**config.mk**
```make
export PLATFORM = sky130hd
export DESIGN_NAME = id_exe_stage_reg
export DESIGN_NICKNAME = d
export VERILOG_FILES = /design/src/rtl/arm_pkg.sv /design/src/rtl/pipe_field_reg.sv /design/src/rtl/id_exe_stage_reg.sv
export SDC_FILE = /design/constraint.sdc
export NUM_CORES = 1
export LEC_CHECK = 0
export CORE_MARGIN = 5
export CORE_UTILIZATION = 44
export CTS_CLUSTER_SIZE = 30
export DETAILED_ROUTE_END_ITERATION = 6
export PLACE_DENSITY = 0.95
export RECOVER_POWER = 100
export SETUP_SLACK_MARGIN = 0.4
export SYNTH_ARGS = -nofsm -noshare
export SYNTH_HDL_FRONTEND = slang
export SYNTH_HIERARCHICAL = 1
export SYNTH_SLANG_ARGS = --single-unit
```
**constraint.sdc**
```tcl
create_clock -name clk -period 3.9 [get_ports clk]
set_clock_uncertainty 0.15 [all_clocks]
set_input_delay 0.39 -clock clk [delete_from_list [all_inputs] [get_ports clk]]
set_output_delay 0.39 -clock clk [all_outputs]
set_load 0.02 [all_outputs]
```
**src/rtl/arm_pkg.sv**
```systemverilog
// Shared widths, ALU command encodings and reset constants for the ARM-style
// pipeline; imported by every pipeline-register file.
package arm_pkg;

    localparam int REG_IDX_W  = 4;
    localparam int EXE_CMD_W  = 4;
    localparam int SHIFT_OP_W = 12;
    localparam int DATA_W     = 32;

    localparam logic [EXE_CMD_W-1:0] EXE_CMD_NOP = 4'b0000;
    localparam logic [EXE_CMD_W-1:0] EXE_CMD_MOV = 4'b0001;
    localparam logic [EXE_CMD_W-1:0] EXE_CMD_MVN = 4'b1001;
    localparam logic [EXE_CMD_W-1:0] EXE_CMD_ADD = 4'b0010;
    localparam logic [EXE_CMD_W-1:0] EXE_CMD_ADC = 4'b0011;
    localparam logic [EXE_CMD_W-1:0] EXE_CMD_SUB = 4'b0100;
    localparam logic [EXE_CMD_W-1:0] EXE_CMD_SBC = 4'b0101;
    localparam logic [EXE_CMD_W-1:0] EXE_CMD_AND = 4'b0110;
    localparam logic [EXE_CMD_W-1:0] EXE_CMD_ORR = 4'b0111;
    localparam logic [EXE_CMD_W-1:0] EXE_CMD_EOR = 4'b1000;

    // Every bit of the bubble counter resets to this value.
    localparam logic BUBBLE_RST_BIT = 1'b0;

endpackage

```
**src/rtl/pipe_field_reg.sv**
```systemverilog
// W-bit pipeline field register: async active-low reset, flush-to-zero,
// freeze-hold, else load. Ports: clk, rst_n, flush_i, freeze_i, d_i -> q_o.
module pipe_field_reg #(
    parameter int W = 1
) (
    input  logic         clk,
    input  logic         rst_n,
    input  logic         flush_i,
    input  logic         freeze_i,
    input  logic [W-1:0] d_i,
    output logic [W-1:0] q_o
);

    always_ff @(posedge clk or negedge rst_n) begin
        if (!rst_n) begin
            q_o <= '0;
        end else if (flush_i) begin
            q_o <= '0;
        end else if (!freeze_i) begin
            q_o <= d_i;
        end
    end

endmodule

```
**src/rtl/id_exe_stage_reg.sv**
```systemverilog
// ID->EXE pipeline register with freeze/flush and a saturating bubble counter.
// Ports: decoded fields *_in -> *_out, valid, mem_en_out, bubble_cnt.
// Macro ID_EXE_FORWARDING_EN: registers src1/src2 for the forwarding unit.
module id_exe_stage_reg
    import arm_pkg::*;
#(
    parameter int BUBBLE_CNT_W = 16
) (
    input  logic                    clk,
    input  logic                    rst_n,
    input  logic                    freeze,
    input  logic                    flush,
    input  logic                    valid_in,
    input  logic [DATA_W-1:0]       pc_in,
    input  logic [DATA_W-1:0]       val_rn_in,
    input  logic [DATA_W-1:0]       val_rm_in,
    input  logic [SHIFT_OP_W-1:0]   shifter_operand_in,
    input  logic                    imm_in,
    input  logic [23:0]             signed_imm24_in,
    input  logic [EXE_CMD_W-1:0]    exe_cmd_in,
    input  logic [REG_IDX_W-1:0]    dest_in,
    input  logic                    wb_en_in,
    input  logic                    mem_r_en_in,
    input  logic                    mem_w_en_in,
    input  logic                    b_in,
    input  logic                    s_in,
    input  logic [3:0]              status_in,
    input  logic [REG_IDX_W-1:0]    src1_in,
    input  logic [REG_IDX_W-1:0]    src2_in,
    output logic                    valid_out,
    output logic [DATA_W-1:0]       pc_out,
    output logic [DATA_W-1:0]       val_rn_out,
    output logic [DATA_W-1:0]       val_rm_out,
    output logic [SHIFT_OP_W-1:0]   shifter_operand_out,
    output logic                    imm_out,
    output logic [23:0]             signed_imm24_out,
    output logic [EXE_CMD_W-1:0]    exe_cmd_out,
    output logic [REG_IDX_W-1:0]    dest_out,
    output logic                    wb_en_out,
    output logic                    mem_r_en_out,
    output logic                    mem_w_en_out,
    output logic                    b_out,
    output logic                    s_out,
    output logic [3:0]              status_out,
    output logic [REG_IDX_W-1:0]    src1_out,
    output logic [REG_IDX_W-1:0]    src2_out,
    output logic                    mem_en_out,
    output logic [BUBBLE_CNT_W-1:0] bubble_cnt
);

    localparam int INS_W = 1 + 24 + EXE_CMD_W + REG_IDX_W + SHIFT_OP_W;

    logic [BUBBLE_CNT_W-1:0] cnt_q, cnt_d;

    pipe_field_reg #(.W(6)) u_ctrl (
        .clk      (clk),
        .rst_n    (rst_n),
        .flush_i  (flush),
        .freeze_i (freeze),
        .d_i      ({valid_in, wb_en_in, mem_r_en_in,
                    mem_w_en_in, b_in, s_in}),
        .q_o      ({valid_out, wb_en_out, mem_r_en_out,
                    mem_w_en_out, b_out, s_out})
    );

    pipe_field_reg #(.W(DATA_W)) u_pc (
        .clk      (clk),
        .rst_n    (rst_n),
        .flush_i  (flush),
        .freeze_i (freeze),
        .d_i      (pc_in),
        .q_o      (pc_out)
    );

    pipe_field_reg #(.W(2*DATA_W)) u_ops (
        .clk      (clk),
        .rst_n    (rst_n),
        .flush_i  (flush),
        .freeze_i (freeze),
        .d_i      ({val_rn_in, val_rm_in}),
        .q_o      ({val_rn_out, val_rm_out})
    );

    pipe_field_reg #(.W(INS_W)) u_ins (
        .clk      (clk),
        .rst_n    (rst_n),
        .flush_i  (flush),
        .freeze_i (freeze),
        .d_i      ({imm_in, signed_imm24_in, exe_cmd_in,
                    dest_in, shifter_operand_in}),
        .q_o      ({imm_out, signed_imm24_out, exe_cmd_out,
                    dest_out, shifter_operand_out})
    );

    pipe_field_reg #(.W(4)) u_status (
        .clk      (clk),
        .rst_n    (rst_n),
        .flush_i  (flush),
        .freeze_i (freeze),
        .d_i      (status_in),
        .q_o      (status_out)
    );

`ifdef ID_EXE_FORWARDING_EN
    pipe_field_reg #(.W(2*REG_IDX_W)) u_src (
        .clk      (clk),
        .rst_n    (rst_n),
        .flush_i  (flush),
        .freeze_i (freeze),
        .d_i      ({src1_in, src2_in}),
        .q_o      ({src1_out, src2_out})
    );
`else
    logic unused_src;
    assign unused_src = ^{src1_in, src2_in};
    assign src1_out   = '0;
    assign src2_out   = '0;
`endif

    assign mem_en_out = mem_r_en_out | mem_w_en_out;

    // Flush and freeze together still count as a single bubble.
    always_comb begin
        cnt_d = cnt_q;
        if ((flush || freeze) && (cnt_q != '1)) begin
            cnt_d = cnt_q + 1'b1;
        end
    end

    always_ff @(posedge clk or negedge rst_n) begin
        if (!rst_n) begin
            cnt_q <= {BUBBLE_CNT_W{BUBBLE_RST_BIT}};
        end else begin
            cnt_q <= cnt_d;
        end
    end

    assign bubble_cnt = cnt_q;

endmodule

```
==> results.sh, run 1 <==
export IMPL_status="finished, violations left"
export IMPL_violations="capacitance limit, slew limit"
export IMPL_via_per_inst=4.93
export IMPL_met1_length_um=7710
export IMPL_worst_pin_slew_ns=2.15
export IMPL_wl_met2_um=10600
export IMPL_ys_warn_count=6
export IMPL_p_per_area_mw_per_mm2=426
export IMPL_maxSlewHeadroom_pct=-43.5
export IMPL_synth_main_ff_cell="dfrtp_1"
export IMPL_timing_rr_start="bubble_cnt[0]"
export IMPL_cp_start_kind="flip-flop"
export IMPL_min_period_over_period_pct=67.9
export IMPL_r2r_slack_ns=1.25
export IMPL_routed_top_layer="met4"
export IMPL_worstSetupPathType="reg2reg"
export IMPL_comb_power_share_pct=19.0
export IMPL_clk_latency_ns=0.42
export IMPL_hold_violations=0
export IMPL_pwr_share_clk_pct=38.7
export IMPL_swShare_pct=26.7
export IMPL_hold_class="in2reg"
export IMPL_cp_data_required_time_ns=4.05
export IMPL_multi_input_area_mm2=0.00248
export IMPL_async_flop_share_pct=100
export IMPL_route_met3_wl_um=1510
export IMPL_cts_buffers=17
export IMPL_fin_cells=1105
export IMPL_drt_pass1_iter_count=4
export IMPL_cts_tree="done"
export IMPL_cts_buffer_depth=2
export IMPL_worstPathMaxFanout=9
export IMPL_grt_usage_pct=21.5
export IMPL_ios=339
export IMPL_antenna_cells=0
export IMPL_ys_ff_latch=167
export IMPL_place_congestion=0.785
export IMPL_dpl_cell_count=1073
export IMPL_hpwlAfterDp_um=14600
export IMPL_drive_gt1_share_pct=4.61
export IMPL_worstPathArrival_ns=2.80
export IMPL_p_int_w=0.00339
export IMPL_htreeDepth=4
export IMPL_netlist_area_mm2=0.00706
export IMPL_grt_pass1_vias=5895
export IMPL_start_util_pct=44.6
export IMPL_hold_depth=3
export IMPL_grt_pass1_wl_um=31300
export IMPL_slew_viol_final=169
export IMPL_rsz0062_at_grt="false"
export IMPL_wl_per_cell_um=18.4
export IMPL_io_buffers=322
export IMPL_drtIter0Drc=232
export IMPL_clkTransAtPathRegs_ns=0.07
export IMPL_ys_seq_area_share_pct=59.2
export IMPL_cts_sinks=167
export IMPL_period_minus_slack_ns=2.65
export IMPL_syn_area_per_cell_um2=12.5
export IMPL_die_y_um=137
export IMPL_drc=0
export IMPL_vias=5453
export IMPL_crit_path_end_kind="flip-flop"
export IMPL_syn_inst=564
export IMPL_core_region_area_mm2=0.0158
export IMPL_yosysUniqueCellTypes=35
export IMPL_grt_antenna_before_repair=0
export IMPL_register_area_mm2=0.00418
export IMPL_synth_edf_count=0
export IMPL_ir_drop_mv=0.282
export IMPL_area_growth_pct=53.7
export IMPL_die_area_mm2=0.0187
export IMPL_num_fill_cells=1123
export IMPL_yosys_area_top_type_share_pct=59.2
export IMPL_final_common_cell="dlygate4sd3_1"
export IMPL_mostFrequentLayoutCells="dlygate4sd3_1 (169), dfrtp_1 (167), nor2_1 (155), clkdlybuf4s50_1 (151), mux2i_1 (151)"
export IMPL_synth_area_leaders="dfrtp_1 (59%), mux2i_1 (21%), nor2_1 (8.2%), buf_12 (2.0%), xor2_1 (1.4%)"
export IMPL_postCtsSetupBuffers=0
export IMPL_ant_nets=0
export IMPL_fin_nets=1041
export IMPL_rows=46
export IMPL_routed_wl_um=20300
export IMPL_setup_viol=0
export IMPL_r2r_worst_path_cells=5
export IMPL_drv_cap=3
export IMPL_finalSetupTns_ns=0
export IMPL_grt_max_degree=85
export IMPL_leakage_nw=5.54
export IMPL_r2r_end="bubble_cnt[7]"
export IMPL_yosys_area_top_type="dfrtp_1"
export IMPL_fmax_ghz=0.378
export IMPL_power_switching_w=0.00124
export IMPL_grt_overflow_total=0
export IMPL_min_delay_start="freeze"
export IMPL_die_w_um=137
export IMPL_root_buffer="clkbuf_16"
export IMPL_seqPwrFrac_pct=42.3
export IMPL_min_to="u_ctrl/q_o[1]"
-- cells by family (layout without fill, tap and decap cells) --
family          after synthesis  after routing  share of synthesized area [%]
buf+inv                      42            360                           5.76
flops                       167            167                           59.2
fa+ha+maj                     1              1                          0.177
other cells                   1              8                         0.0531
simple gates                181            181                           10.8
compound gates                5              5                          0.584
mux                         152            152                           21.6
xor+xnor                     15             15                           1.86
-- stage by stage --
stage | setup slack [ns] | power [W] | utilization (%) | area (um^2) | hold slack [ns]
after global placement | 1.65 | 0.00290 | 64.7 | 10200 | 0.331
after floorplan | 2.00 | 0.00243 | - | 7090 | -0.0556
after detailed placement | 1.60 | 0.00293 | 64.7 | 10200 | 0.343
after global routing | 0.842 | 0.00483 | 68.6 | 10900 | 0.363
final | 1.25 | 0.00463 | 68.6 | 10900 | 0.341
after CTS | 1.67 | 0.00473 | 68.8 | 10900 | 0.335
-- worst max path at each step --
stage	startpoint	end	slack, ns	depth (start not counted)
final	bubble_cnt[0]	bubble_cnt[7]	1.25	5
after global routing	rst_n	u_ins/q_o[38]	0.84	2
after CTS	u_ctrl/q_o[3]	mem_en_out	1.67	2
after detailed placement	flush	bubble_cnt[15]	1.60	4
after global placement	flush	u_ctrl/q_o[4]	1.65	3
after floorplan	bubble_cnt[0]	bubble_cnt[7]	2.00	5
-- worst max-delay path: stages (launching register included) --
cell,delay [ns]
dfrtp_1,0.41
ha_1,0.22
nand3_1,0.10
nor4_1,1.18
and4bb_1,0.32
xor2_1,0.14
-- state kept, by name, indices dropped and copies added, names as in the netlist --
signal and cells:
bubble_cnt 16, u_ctrl/q_o 6, u_ins/q_o 45, u_ops/q_o 64, u_pc/q_o 32, u_status/q_o 4
-- synthesized netlist by cell type, types with 2 or more instances --
cell type,instances
o2111ai_1,2
buf_8,6
dfrtp_1,167
nor4_1,4
nor2_1,155
buf_4,8
xnor2_1,4
buf_2,3
buf_1,7
clkbuf_1,3
buf_12,7
clkbuf_2,3
xor2_1,11
mux2i_1,151
nand2_1,4
nand4_1,4
nand3_1,4
buf_6,4
-- final cells by class --
type	instances	share of cell area (%)
tap	216	2.49
inverter	1	0.0346
clock buffer	20	4.21
timing repair buffer	328	30.3
multi-input combinational	362	22.9
clock inverter	11	1.59
sequential	167	38.5
-- metal layers --
layer  vias up  global-route usage (%)
li1       2506                       -
met4         0                    7.17
met3        36                    6.65
met1      2703                    24.8
met5         -                       0
met2       208                    37.9
-- power by group through the flow --
| stage | Sequential, W | Clock, W | Combinational [W] |
|---|---|---|---|
| detailed placement | 0.00199 | 0 | 0.000937 |
| CTS | 0.00197 | 0.00183 | 0.000941 |
| floorplan | 0.00213 | 0 | 0.000295 |
| global placement | 0.00198 | 0 | 0.000914 |
| finish | 0.00196 | 0.00179 | 0.000877 |
| global route | 0.00198 | 0.00191 | 0.000939 |
-- timing repair --
item / 4_1_cts / 5_1_grt
hold endpoints to repair: 82 / 0
hold buffers: 1 / 0
resized for setup: 0 / 0
(Power assumes the default switching activity.)
==> run 2, diff against run 1 <==
--- a/config.mk
+++ b/config.mk
@@ -6,10 +6,10 @@
 export NUM_CORES = 1
 export LEC_CHECK = 0
 export CORE_MARGIN = 5
-export CORE_UTILIZATION = 44
+export CORE_UTILIZATION = 41
 export CTS_CLUSTER_SIZE = 30
 export DETAILED_ROUTE_END_ITERATION = 6
-export PLACE_DENSITY = 0.95
+export PLACE_DENSITY = 0.92
 export RECOVER_POWER = 100
 export SETUP_SLACK_MARGIN = 0.4
 export SYNTH_ARGS = -nofsm -noshare
==> constraint.sdc (replaced) <==
create_clock -name clk -period 2.6 [get_ports clk]
set_clock_uncertainty 0.15 [all_clocks]
set_input_delay 0.26 -clock clk [delete_from_list [all_inputs] [get_ports clk]]
set_output_delay 0.26 -clock clk [all_outputs]
set_load 0.02 [all_outputs]
==> run 2 against run 1 <==
- the flow still finishes with violations (capacitance limit, slew limit)
- largest cell class unchanged
- power increased by 46%
- sequential share of layout area is 0.13 points higher
- largest power group unchanged
- routed wire length decreased by 3.8%
- die area rose by 6.8%
==> results.sh, run 2 (synthesis results as in run 1) <==
export IMPL_status="finished, violations left"
export IMPL_violations="capacitance limit, slew limit"
export IMPL_seqPwrFrac_pct=43.3
export IMPL_cts_buffers=17
export IMPL_post_place_ws_ns=0.654
export IMPL_cp_start_kind="input port"
export IMPL_power_switching_w=0.00188
export IMPL_grt_overflow_total=0
export IMPL_drc=0
export IMPL_postCtsResizedCells=0
export IMPL_die_w_um=141
export IMPL_ant_nets=0
export IMPL_worstSetupPathType="in2reg"
export IMPL_grt_pass1_vias=5625
export IMPL_largest_reg_flops=64
export IMPL_cts_sinks=167
export IMPL_slew_viol_final=92
export IMPL_via_per_inst=4.87
export IMPL_hold_class="in2reg"
export IMPL_finalSetupTns_ns=0
export IMPL_cts_tree="done"
export IMPL_io_buffers=322
export IMPL_fmax_ghz=0.443
export IMPL_worstPathMaxFanout=79
export IMPL_p_total_w=0.00676
export IMPL_met2_usage_pct=33.1
export IMPL_htreeDepth=4
export IMPL_grt_max_degree=92
export IMPL_area_growth_pct=53.2
export IMPL_slowest_delay_ns=1.12
export IMPL_ir_drop_mv=0.544
export IMPL_clkTransAtPathRegs_ns=0.06
export IMPL_hpwlAfterDp_um=14200
export IMPL_routed_wl_um=19600
export IMPL_die_y_um=141
export IMPL_vias=5434
export IMPL_root_buffer="clkbuf_16"
export IMPL_min_period_over_period_pct=86.8
export IMPL_top_register="u_ops/q_o"
export IMPL_crit_path_end_kind="flip-flop"
export IMPL_rsz0062_at_grt="false"
export IMPL_num_fill_cells=1352
export IMPL_grt_busiest_layer="met2"
export IMPL_pwr_share_clk_pct=37.0
export IMPL_grt_antenna_before_repair=0
export IMPL_drv_cap=1
export IMPL_setup_viol=0
export IMPL_worst_slack_ns=0.342
export IMPL_fin_nets=1042
export IMPL_drt_pass1_iter_count=6
export IMPL_worst_pin_slew_ns=1.81
export IMPL_leakage_nw=5.50
export IMPL_ios=339
export IMPL_cts_buffer_depth=2
export IMPL_drive_gt1_share_pct=4.49
export IMPL_cp_num_buf_inv=2
export IMPL_grt_usage_pct=19.2
export IMPL_grtUsageMet3_pct=5.43
export IMPL_wl_per_cell_um=17.5
export IMPL_mostFrequentLayoutCells="dlygate4sd3_1 (169), dfrtp_1 (167), nor2_1 (156), clkdlybuf4s50_1 (151), mux2i_1 (151)"
export IMPL_core_region_area_mm2=0.0171
export IMPL_cp_data_required_time_ns=2.66
export IMPL_hold_violations=0
export IMPL_swShare_pct=27.8
export IMPL_comb_power_share_pct=19.7
export IMPL_crit_chain="clkbuf_1 > clkbuf_4 > mux2i_1 > nor2_1"
export IMPL_start_util_pct=41.3
export IMPL_period_minus_slack_ns=2.26
export IMPL_grt_pass1_wl_um=30600
export IMPL_p_per_area_mw_per_mm2=625
export IMPL_p_int_w=0.00488
export IMPL_final_common_cell="dlygate4sd3_1"
export IMPL_drtIter0Drc=212
export IMPL_place_congestion=0.782
export IMPL_postCtsSetupBuffers=0
export IMPL_grt_use_met1_pct=23.0
export IMPL_maxSlewHeadroom_pct=-21.0
export IMPL_die_area_mm2=0.0200
export IMPL_path_delay_family="buffers and inverters"
export IMPL_cp_slowest_cell="clkbuf_4"
export IMPL_antenna_cells=0
export IMPL_worstPathArrival_ns=2.32
export IMPL_rows=48
export IMPL_postCtsHoldBufs=1
export IMPL_clk_latency_ns=0.41
export IMPL_top_regs="u_ops/q_o x64, u_ins/q_o x45, u_pc/q_o x32"
[run 2: cell count changes in the layout (fill, tap and decap cells not counted), moves of 2 or more]
cell,change
buf_4,-2
bufinv_16,-2
clkbuf_1,+4
clkbuf_4,+2
clkbuf_8,-3
clkinv_2,-2
clkinv_4,-2
clkinvlp_4,+4
inv_6,+2
[run 2: cell type report]
class / count / area [um^2] / area share [%]
Clock buffer: 20 / 437 / 4.04
Timing Repair Buffer: 329 / 3280 / 30.3
Tap cell: 225 / 282 / 2.60
Multi-Input combinational cell: 362 / 2490 / 23.0
Sequential cell: 167 / 4180 / 38.6
Inverter: 1 / 3.75 / 0.0347
Clock inverter: 12 / 144 / 1.33
[run 2: tightest hold or removal path, stage by stage]
cell	delay (ns)
clkbuf_1	0.22
mux2i_1	0.20
nor2_1	0.05
[run 2: per-layer routing]
layer / vias to the layer above / wire length [um]
met5: - / 0
met1: 2651 / 7320
met2: 224 / 10200
li1: 2519 / -
met3: 40 / 1430
met4: 0 / 578
[run 2: final timing paths]
check / from / end / slack (ns) / depth (start not counted)
hold / removal: freeze / u_pc/q_o[24] / 0.22 / 3
setup / recovery: freeze / u_ins/q_o[27] / 0.34 / 4
setup reg to reg: bubble_cnt[0] / bubble_cnt[1] / 0.39 / 5
max in group asynchronous: rst_n / bubble_cnt[12] / 0.90 / 3
min in group asynchronous: rst_n / u_ops/q_o[34] / 0.47 / 2
hold reg to reg: bubble_cnt[15] / bubble_cnt[15] / 0.36 / 1
[run 2: power groups by stage]
stage	clock (W)	combinational (W)	sequential, W
floorplan	0	0.000443	0.00320
CTS	0.00257	0.00142	0.00294
detailed placement	0	0.00141	0.00298
global route	0.00268	0.00143	0.00296
global placement	0	0.00138	0.00297
finish	0.00250	0.00134	0.00293
[run 2: stage by stage]
stage          instances  area, um^2  util (%)  hold WS, ns
2_1_floorplan        571        7090         -       -0.186
3_3_place_gp        1083       10300      60.1       0.0630
3_5_place_dp        1083       10300      60.1       0.0636
4_1_cts             1116       10900      63.6       0.0374
5_1_grt             1116       10800      63.2        0.241
6_report            1116       10800      63.2        0.217
==> run 3, diff against run 2 <==
--- a/config.mk
+++ b/config.mk
@@ -5,7 +5,7 @@
 export SDC_FILE = /design/constraint.sdc
 export NUM_CORES = 1
 export LEC_CHECK = 0
-export CORE_MARGIN = 5
+export CORE_MARGIN = 4
 export CORE_UTILIZATION = 41
 export CTS_CLUSTER_SIZE = 30
 export DETAILED_ROUTE_END_ITERATION = 6
==> run 3 against run 2 <==
- first-iteration DRC count is 15% higher
- largest cell class unchanged
- cell count shrank 0.45%
- critical endpoint is now bubble_cnt[7]
- die area is 2.8% lower
- via count fell by 1.3%
- sequential power about the same
- the run now ends clean
- power grew 4.5%
- worst setup slack better by 0.10 ns
- sequential cell count is the same
- combinational power about the same
- sequential share of layout area decreased by 0.36 points
- global-route usage is 1.0 points higher
==> results.sh, run 3 (synthesis results as in run 1) <==
export IMPL_met2_usage_pct=36.3
export IMPL_fin_nets=1043
export IMPL_worst_pin_slew_ns=1.49
export IMPL_multi_input_area_mm2=0.00250
export IMPL_area_growth_pct=54.6
export IMPL_die_area_mm2=0.0194
export IMPL_grt_max_degree=114
export IMPL_clk_latency_ns=0.41
export IMPL_drt_pass1_iter_count=4
export IMPL_hpwlAfterDp_um=14600
export IMPL_power_switching_w=0.00188
export IMPL_start_util_pct=42.2
export IMPL_timing_rr_start="bubble_cnt[0]"
export IMPL_slew_viol_final=0
export IMPL_postCtsResizedCells=0
export IMPL_register_area_mm2=0.00418
export IMPL_ir_drop_mv=0.473
export IMPL_top_register="u_ops/q_o"
export IMPL_final_common_cell="dlygate4sd3_1"
export IMPL_grt_pass1_vias=5781
export IMPL_fmax_ghz=0.464
export IMPL_num_fill_cells=1266
export IMPL_drive_gt1_share_pct=4.94
export IMPL_via_per_inst=4.83
export IMPL_hold_violations=0
export IMPL_ios=339
export IMPL_swShare_pct=26.6
export IMPL_grtUsageMet3_pct=5.08
export IMPL_crit_path_end_kind="flip-flop"
export IMPL_critPathLaunch="bubble_cnt[0]"
export IMPL_postCtsSetupBuffers=0
export IMPL_worst_slack_ns=0.445
export IMPL_ant_nets=0
export IMPL_hold_class="in2async"
export IMPL_cts_buffers=17
export IMPL_finalSetupTns_ns=0
export IMPL_min_period_over_period_pct=82.9
export IMPL_setup_viol=0
export IMPL_grt_usage_pct=20.2
export IMPL_cts_buffer_depth=2
export IMPL_mostFrequentLayoutCells="dlygate4sd3_1 (170), dfrtp_1 (167), nor2_1 (155), clkdlybuf4s50_1 (151), mux2i_1 (151)"
export IMPL_core_region_area_mm2=0.0168
export IMPL_routed_wl_um=19700
export IMPL_r2r_worst_path_cells=5
export IMPL_status="complete, no violations"
export IMPL_leakage_nw=5.55
export IMPL_grt_overflow_total=0
export IMPL_drv_cap=0
export IMPL_cts_tree="done"
export IMPL_wl_per_cell_um=17.8
export IMPL_grt_use_met1_pct=23.4
export IMPL_grt_busiest_layer="met2"
export IMPL_pwr_share_clk_pct=39.7
export IMPL_cp_data_required_time_ns=2.75
export IMPL_rows=47
export IMPL_die_y_um=139
export IMPL_cts_sinks=167
export IMPL_worstPathArrival_ns=2.30
export IMPL_htreeDepth=4
export IMPL_comb_power_share_pct=18.9
export IMPL_vias=5362
export IMPL_grt_pass1_wl_um=31500
export IMPL_period_minus_slack_ns=2.16
export IMPL_maxSlewHeadroom_pct=0.564
export IMPL_root_buffer="clkbuf_16"
export IMPL_worstSetupPathType="reg2reg"
export IMPL_cp_slowest_cell="nor4_2"
export IMPL_io_buffers=322
export IMPL_whs_ns=0.134
export IMPL_antenna_cells=0
export IMPL_die_w_um=139
export IMPL_worstPathMaxFanout=9
export IMPL_place_congestion=0.816
export IMPL_largest_reg_flops=64
export IMPL_post_place_ws_ns=0.658
export IMPL_p_total_w=0.00707
export IMPL_top_regs="u_ops/q_o x64, u_ins/q_o x45, u_pc/q_o x32"
export IMPL_seqPwrFrac_pct=41.5
export IMPL_rsz0062_at_grt="false"
export IMPL_crit_chain="ha_1 > nand3_1 > nor4_2 > and4bb_1 > xor2_1"
export IMPL_drc=0
export IMPL_p_per_area_mw_per_mm2=647
export IMPL_drtIter0Drc=244
export IMPL_cp_start_kind="flip-flop"
export IMPL_clkTransAtPathRegs_ns=0.07
export IMPL_grt_antenna_before_repair=0
export IMPL_slowest_delay_ns=0.71
export IMPL_postCtsHoldBufs=2
export IMPL_p_int_w=0.00519
[run 3: changes by cell type in the layout (fill, tap and decap cells not counted), sizes merged]
cell         change
buf              +1
bufinv           +3
clkbuf           -3
clkinv           -1
clkinvlp         -1
dlygate4sd3      +1
[run 3: final cells by class]
type                       count  area share, %
sequential                   167           38.3
timing repair buffer         330           30.3
multi-input combinational    362           22.9
clock buffer                  18           4.02
tap                          220           2.52
clock inverter                13           1.99
inverter                       1         0.0344
[run 3: power groups by stage]
stage	Sequential [W]	Combinational, W	Clock, W
2_1_floorplan	0.00320	0.000443	0
3_3_place_gp	0.00297	0.00138	0
3_5_place_dp	0.00299	0.00141	0
4_1_cts	0.00294	0.00142	0.00287
5_1_grt	0.00296	0.00143	0.00299
6_report	0.00293	0.00133	0.00280
[run 3: path summary, 6_finish.rpt]
| path | end | slack (ns) |
|---|---|---|
| worst max-delay path | bubble_cnt[7] | 0.44 |
| worst min-delay path | u_ins/q_o[12] | 0.13 |
| worst max register to register | bubble_cnt[7] | 0.44 |
| worst min register to register | bubble_cnt[15] | 0.36 |
| max in group asynchronous | bubble_cnt[9] | 0.73 |
| min in group clk | u_pc/q_o[11] | 0.29 |
[run 3: per-layer routing]
metal  vias to the layer above  routed length (um)
met5                         -                   0
met4                         0                 450
met3                        30                1190
met2                       203               10400
met1                      2613                7700
li1                       2516                   -
[run 3: worst max-delay path, delay by kind of cell (launching register included)]
kind	cells	cell delay (ns)
xor+xnor	1	0.14
fa+ha+maj	1	0.22
simple gates	3	1.12
flops	1	0.41
[run 3: through the flow]
step / instances / cell area, um^2 / utilization [%]
after floorplan: 571 / 7090 / -
after global placement: 1078 / 10300 / 61.4
after detailed placement: 1078 / 10300 / 61.4
after CTS: 1111 / 11000 / 65.5
after global routing: 1111 / 10900 / 65.2
final: 1111 / 10900 / 65.2
